===== src/rtl/kuznechik_pkg.sv =====
// Shared types and helpers for the kuznechik round-robin scheduler:
// block width, FSM state encoding and the wrapped index increment.
package kuznechik_pkg;

  localparam int BLOCK_W         = 128;
  localparam int TIMEOUT_CYC_DEF = 64;

  typedef enum logic [2:0] {
    ST_IDLE    = 3'd0,
    ST_GRANT   = 3'd1,
    ST_ISSUE   = 3'd2,
    ST_WAIT    = 3'd3,
    ST_DELIVER = 3'd4,
    ST_ACK     = 3'd5
  } sched_state_t;

  // Index following idx in a ring of n requesters.
  function automatic int unsigned wrap_next(input int unsigned idx, input int unsigned n);
    return (idx + 32'd1 >= n) ? 32'd0 : idx + 32'd1;
  endfunction

endpackage


===== src/rtl/kuznechik_rr_arb.sv =====
// Round-robin arbiter: picks the first requesting index at or after the
// pointer; the pointer moves past the winner when advance is strobed.
module kuznechik_rr_arb
  import kuznechik_pkg::*;
#(
  parameter int NUM_REQ = 4,
  parameter int ID_W    = 2
) (
  input  logic               clk,
  input  logic               rst,
  input  logic [NUM_REQ-1:0] req,
  input  logic               advance,
  output logic [NUM_REQ-1:0] grant,
  output logic [ID_W-1:0]    grant_idx
);

  logic [ID_W-1:0] ptr;
  logic [ID_W-1:0] cand;
  logic            found;

  always_comb begin
    grant     = '0;
    grant_idx = '0;
    cand      = '0;
    found     = 1'b0;
    for (int off = 0; off < NUM_REQ; off++) begin
      cand = ID_W'((int'(ptr) + off) % NUM_REQ);
      if (!found && req[cand]) begin
        found       = 1'b1;
        grant[cand] = 1'b1;
        grant_idx   = cand;
      end
    end
  end

  always_ff @(posedge clk) begin
    if (rst) begin
      ptr <= '0;
    end else if (advance) begin
      ptr <= ID_W'(wrap_next(32'(grant_idx), NUM_REQ));
    end
  end

endmodule


===== src/rtl/kuznechik_rr_sched.sv =====
// Shares one kuznechik_cipher core between NUM_REQ requesters, round-robin.
// Optional watchdog that resets a hung core: define KUZ_SCHED_TIMEOUT_EN.
module kuznechik_rr_sched
  import kuznechik_pkg::*;
#(
  parameter int NUM_REQ     = 4,
  parameter int ID_W        = 2,
  parameter int TIMEOUT_CYC = TIMEOUT_CYC_DEF
) (
  input  logic                       clk_i,
  input  logic                       rst_i,
  input  logic [NUM_REQ-1:0]         req_valid_i,
  input  logic [NUM_REQ*BLOCK_W-1:0] req_data_i,
  output logic [NUM_REQ-1:0]         req_ready_o,
  output logic                       res_valid_o,
  output logic [BLOCK_W-1:0]         res_data_o,
  output logic [ID_W-1:0]            res_id_o,
  output logic                       res_err_o,
  input  logic                       res_ready_i,
  output logic                       core_resetn_o,
  output logic [BLOCK_W-1:0]         core_data_o,
  output logic                       core_req_o,
  output logic                       core_ack_o,
  input  logic [BLOCK_W-1:0]         core_data_i,
  input  logic                       core_valid_i,
  input  logic                       core_busy_i,
  output logic                       busy_o
);

  sched_state_t       state;
  logic [ID_W-1:0]    id_q;
  logic [BLOCK_W-1:0] blk_q;
  logic [NUM_REQ-1:0] grant;
  logic [ID_W-1:0]    grant_idx;
  logic [BLOCK_W-1:0] sel_blk;
  logic               grant_go;
  logic               to_busy;

  assign grant_go = (state == ST_IDLE) && (|req_valid_i) && !core_busy_i;

  kuznechik_rr_arb #(
    .NUM_REQ (NUM_REQ),
    .ID_W    (ID_W)
  ) u_arb (
    .clk       (clk_i),
    .rst       (rst_i),
    .req       (req_valid_i),
    .advance   (grant_go),
    .grant     (grant),
    .grant_idx (grant_idx)
  );

  always_comb begin
    sel_blk = '0;
    for (int k = 0; k < NUM_REQ; k++) begin
      if (grant[k]) sel_blk = req_data_i[k*BLOCK_W +: BLOCK_W];
    end
  end

`ifdef KUZ_SCHED_TIMEOUT_EN
  localparam int              CNT_W   = $clog2(TIMEOUT_CYC + 1);
  localparam logic [CNT_W-1:0] TO_LAST = CNT_W'(TIMEOUT_CYC - 1);

  logic [CNT_W-1:0] to_cnt;
  logic [1:0]       to_phase;

  // Non-zero phase means the core is being held in reset after a timeout.
  assign to_busy = (to_phase != 2'd0);
`else
  assign to_busy = 1'b0;
`endif

  always_ff @(posedge clk_i) begin
    if (rst_i) begin
      state         <= ST_IDLE;
      id_q          <= '0;
      blk_q         <= '0;
      req_ready_o   <= '0;
      res_valid_o   <= 1'b0;
      res_data_o    <= '0;
      res_id_o      <= '0;
      res_err_o     <= 1'b0;
      core_resetn_o <= 1'b0;
      core_data_o   <= '0;
      core_req_o    <= 1'b0;
      core_ack_o    <= 1'b0;
      busy_o        <= 1'b0;
`ifdef KUZ_SCHED_TIMEOUT_EN
      to_cnt        <= '0;
      to_phase      <= 2'd0;
`endif
    end else begin
      core_resetn_o <= 1'b1;
      case (state)
        ST_IDLE: begin
          if (grant_go) begin
            req_ready_o <= grant;
            id_q        <= grant_idx;
            blk_q       <= sel_blk;
            busy_o      <= 1'b1;
            state       <= ST_GRANT;
          end
        end
        ST_GRANT: begin
          req_ready_o <= '0;
          core_data_o <= blk_q;
          core_req_o  <= 1'b1;
          state       <= ST_ISSUE;
        end
        ST_ISSUE: begin
          core_req_o <= 1'b0;
          if (!to_busy && (core_busy_i || core_valid_i)) state <= ST_WAIT;
        end
        ST_WAIT: begin
          if (!to_busy && core_valid_i) begin
            res_data_o  <= core_data_i;
            res_id_o    <= id_q;
            res_valid_o <= 1'b1;
            state       <= ST_DELIVER;
          end
        end
        ST_DELIVER: begin
          // A timed-out core was already reset, so it gets no ack.
          if (res_ready_i) begin
            res_valid_o <= 1'b0;
            res_err_o   <= 1'b0;
            core_ack_o  <= !res_err_o;
            state       <= ST_ACK;
          end
        end
        ST_ACK: begin
          core_ack_o <= 1'b0;
          if (!core_valid_i) begin
            busy_o <= 1'b0;
            state  <= ST_IDLE;
          end
        end
        default: state <= ST_IDLE;
      endcase

`ifdef KUZ_SCHED_TIMEOUT_EN
      if (to_phase == 2'd1) begin
        core_resetn_o <= 1'b0;
        to_phase      <= 2'd2;
      end else if (to_phase == 2'd2) begin
        to_phase    <= 2'd0;
        res_valid_o <= 1'b1;
        res_err_o   <= 1'b1;
        res_data_o  <= '0;
        res_id_o    <= id_q;
        state       <= ST_DELIVER;
      end else if (state == ST_GRANT || (state == ST_ISSUE && (core_busy_i || core_valid_i))) begin
        to_cnt <= '0;
      end else if (state == ST_ISSUE || (state == ST_WAIT && !core_valid_i)) begin
        if (to_cnt == TO_LAST) begin
          core_resetn_o <= 1'b0;
          to_phase      <= 2'd1;
        end else begin
          to_cnt <= to_cnt + 1'b1;
        end
      end
`endif
    end
  end

endmodule

===== config.mk =====
export PLATFORM = sky130hd
export DESIGN_NAME = kuznechik_rr_sched
export DESIGN_NICKNAME = d
export VERILOG_FILES = /design/src/rtl/kuznechik_pkg.sv /design/src/rtl/kuznechik_rr_arb.sv /design/src/rtl/kuznechik_rr_sched.sv
export SDC_FILE = /design/constraint.sdc
export NUM_CORES = 1
export LEC_CHECK = 0
export BUFFER_PORTS_ARGS = -buffer_cell sky130_fd_sc_hd__buf_2
export CAP_MARGIN = 10
export CORE_AREA = 2 2 352 354
export DETAILED_ROUTE_END_ITERATION = 16
export DIE_AREA = 0 0 354 356
export PLACE_DENSITY = 0.43
export SYNTH_ARGS = -nofsm -noshare
export SYNTH_HDL_FRONTEND = slang
export SYNTH_SLANG_ARGS = --single-unit

===== constraint.sdc =====
create_clock -name clk_i -period 8.3 [get_ports clk_i]
set_input_delay 1.245 -clock clk_i [delete_from_list [all_inputs] [get_ports clk_i]]
set_output_delay 1.245 -clock clk_i [all_outputs]
set_load 0.01 [all_outputs]

==> impl_results.md <==
* Number of standard-cell rows in the floorplan at 129
* Worst setup SP type: flop
* Layout cell share with drive strength beyond 1 at 32.3%
* Initial drt markers at 1569
* Synthesis Warnings at 0
* Summed instance area of the synthesized netlist at 19000 sq um
* Clock Root Buffer: clkbuf_16
* Routability-driven placement congestion ratio at 0.851
* Reg2reg end: blk_q[60]$_SDFFE_PP0P_
* Horizontal die dimension at 354 microns
* Post-detailed-routing wire length at 117000 microns
* CTS tree: done
* Fill cell count at 14000
* Clock transition at the registers of the reported paths at 0.06 ns
* Leading cell type in the layout, fill and taps excluded: buf_2
* Proportion of netlist area held by the largest area contributor at 42.4%
* Register bit total from synthesis at 402
* Starting utilization of the core area at 15.5%
* Number of slew-limit violations in the final report at 0
* Power density over the cells at 261 nW/um^2
* Number of failing setup endpoints in the final timing report at 0
* Cells on Worst Hold Path at 2
* Type of the tightest min-delay check: flop to flop
* Clk buf depth at 3
* End-of-flow core utilization at 21.8%
* Post-route clock period utilization at 60.7%
* Hold-fix buffers, CTS at 0
* I/O Pins at 917
* Commonest cells after routing, fill and taps aside: buf_2, nand2_1, dfxtp_1
* Internal reg-to-reg setup slack at 3.27 ns
* Sequential-to-total area share from yosys stat at 42.4%
* Count of TritonRoute iterations in the first routing pass at 5
* IO Port Bufs at 915
* H-tree level count at 2
* Element type at the critical path end: flop
* Mapped Cells at 2457
* FF-to-FF path depth at 10
* Required time reported for the critical path endpoint at 8.84 ns
* Global-route wire length before repair at 161000 microns
* DRC violation count after routing at 0
* Number of distinct standard cells referenced by the synthesized netlist at 54
* Accumulated negative setup slack at 0 ns
* Number of vias per cell after detailed routing at 4.56
* Vias after detailed routing at 22300
* Type of the worst setup path: flop to flop
* Arrival time reported for the critical path endpoint at 5.57 ns
* TritonCTS Buffers at 53
* Global router's overall resource usage at 17.5%
* Final Net Count at 3847
* Count of flip-flops with a built-in enable after synthesis at 0
* Synth Net Count at 3113
* Number of resized instances in the post-cts repair step at 0
* Die extent in y at 356 microns
* Number of antenna violations at the first check in global routing at 69
* Clock latency reported for the late side of the worst-skew pair at 0.65 ns
* Number of max-cap violations at 0
* Clock period minus worst slack at 5.03 ns
* Overall die area at 126000 sq um
* Status: completed
* Slew @ Worst Pin at 1.15 ns
* Biggest area contributors in the synthesized netlist: dfxtp_1, a21oi_1, nand2_1
* Area growth, synth to finish at 40.8%
* Final Hold Violating Endpoints at 0
* Clk_skew at 0.0297 ns
* Leakage power summed over all cells at 10.7 nW
* Crit path capture: blk_q[60]$_SDFFE_PP0P_
* Global route overflow at 0
* Routed WL per cell at 23.9 microns
* Largest net degree at the start of global routing at 167
* Floorplan Core Area at 123000 sq um
* Peak Freq at 199 MHz
* Max-Slew Margin vs Limit at 23.4%
* Post-route antenna net violation count at 0
* Unrepaired setup endpoints after global routing: no
* Cell type with the largest total area after synthesis: dfxtp_1
* Async S/R FF share, synth at 0%
* Most used DFF post-synth: dfxtp_1
* Synth Area per Inst at 7.72 sq um
* Post-CTS setup buffer count at 0
* Clock sinks at 402
* VDD IR-drop max at 169 uV
* Via count of the first global-routing pass at 21700
* Half-perimeter wire length after detailed placement at 83500 microns
* Highest net fanout along the worst path at 130
==> cell usage after synthesis (2+ instances only) <==
cell type and number:
nand2_1 524, dfxtp_1 402, a21oi_1 399, nor2_1 266, clkbuf_1 199, a311oi_1 128
o211ai_1 128, o32ai_1 128, a21boi_1 108, buf_2 63, a21boi_0 20, o21ai_0 13
ha_1 7, inv_1 6, nand3_1 6, buf_4 5, a211oi_1 3, a222oi_1 3
nand3b_1 3, nor2b_1 3, or3_1 3, a31oi_1 2, and2_1 2, mux2i_1 2
mux4_2 2, nand4b_1 2, nor4_1 2, or2_2 2
==> state kept, by name (all words and copies together), names as in the netlist, named ones only <==
name,flops
id_q,2
res_id_o,2
blk_q,128
res_data_o,128
res_valid_o,1
u_arb.ptr,1
core_resetn_o,1
core_req_o,1
core_data_o,128
core_ack_o,1
req_ready_o,4
state,3
busy_o,1
==> critical path, stage by stage (launching register included) <==
cell and delay, ns:
dfxtp_1 0.74, inv_1 0.26, ha_1 0.56, mux4_2 0.59, nor2b_1 0.19, a222oi_1 0.47, buf_12 0.58, and2_4 0.26
buf_4 0.63, a311oi_1 0.24, o32ai_1 0.17
==> report_power, final <==
group          switching, mW  internal, mW  leakage, nW
Combinational           1.46         0.766         6.55
Sequential             0.153          2.21         3.28
Clock                  0.993          1.39        0.853
Total                   2.61          4.37         10.7
==> stage by stage <==
stage / hold slack (ns) / setup WS (ns) / total power, mW / cell area [sq um] / instances
floorplan: 0.431 / 4.94 / 3.78 / 19000 / 2457
global placement: 0.440 / 3.32 / 4.64 / 24900 / 4773
detailed placement: 0.442 / 3.29 / 4.64 / 24900 / 4773
CTS: 0.445 / 3.25 / 7.08 / 26600 / 4866
global route: 0.456 / 2.94 / 7.35 / 26700 / 4879
finish: 0.440 / 3.27 / 6.97 / 26700 / 4889
==> layout make-up <==
class                      count  area (sq um)  share of cell area, %
multi-input combinational   1781          9890                   37.0
sequential                   402          8050                   30.1
timing repair buffer         947          4880                   18.3
tap                         1637          2050                   7.67
clock buffer                  78          1520                   5.69
clock inverter                15           229                  0.858
antenna                       23          57.6                  0.216
inverter                       6          22.5                 0.0844
==> routing by layer <==
metal / wire length [microns] / global-route usage, % / share of wire [%] / up-vias
met4: 4260 / 6.42 / 3.6 / 60
li1: - / - / - / 10400
met2: 56800 / 30.2 / 48 / 890
met3: 9970 / 5.70 / 8.5 / 232
met5: 386 / 0 / 0.33 / -
met1: 45700 / 20.1 / 39 / 10700
==> cell families (layout without fill, tap and decap cells) <==
logic type,count (synthesis),after routing,share of synthesized area (%)
other,1,24,0.0198
adders and majority gates,7,7,0.462
muxes,5,5,0.402
DFF,402,402,42.4
buffers and inverters,274,1046,5.94
xor gates and xnor gates,1,1,0.0462
AOI/OAI and AO/OA,945,945,33.8
and+or+nand+nor,822,822,16.9
==> how the worst min path moves through the flow <==
stage	endpoint	slack, ns	from
2_1_floorplan	res_id_o[0]$_SDFFE_PP0P_	0.43	id_q[0]$_SDFFE_PP0P_
3_3_place_gp	res_data_o[20]$_SDFFE_PP0P_	0.44	res_data_o[20]$_SDFFE_PP0P_
3_5_place_dp	core_data_o[93]$_SDFFE_PP0P_	0.44	blk_q[93]$_SDFFE_PP0P_
4_1_cts	core_data_o[28]$_SDFFE_PP0P_	0.44	blk_q[28]$_SDFFE_PP0P_
5_1_grt	core_data_o[54]$_SDFFE_PP0P_	0.46	blk_q[54]$_SDFFE_PP0P_
6_report	core_data_o[28]$_SDFFE_PP0P_	0.44	blk_q[28]$_SDFFE_PP0P_
Power figures use the tool's default switching activity.
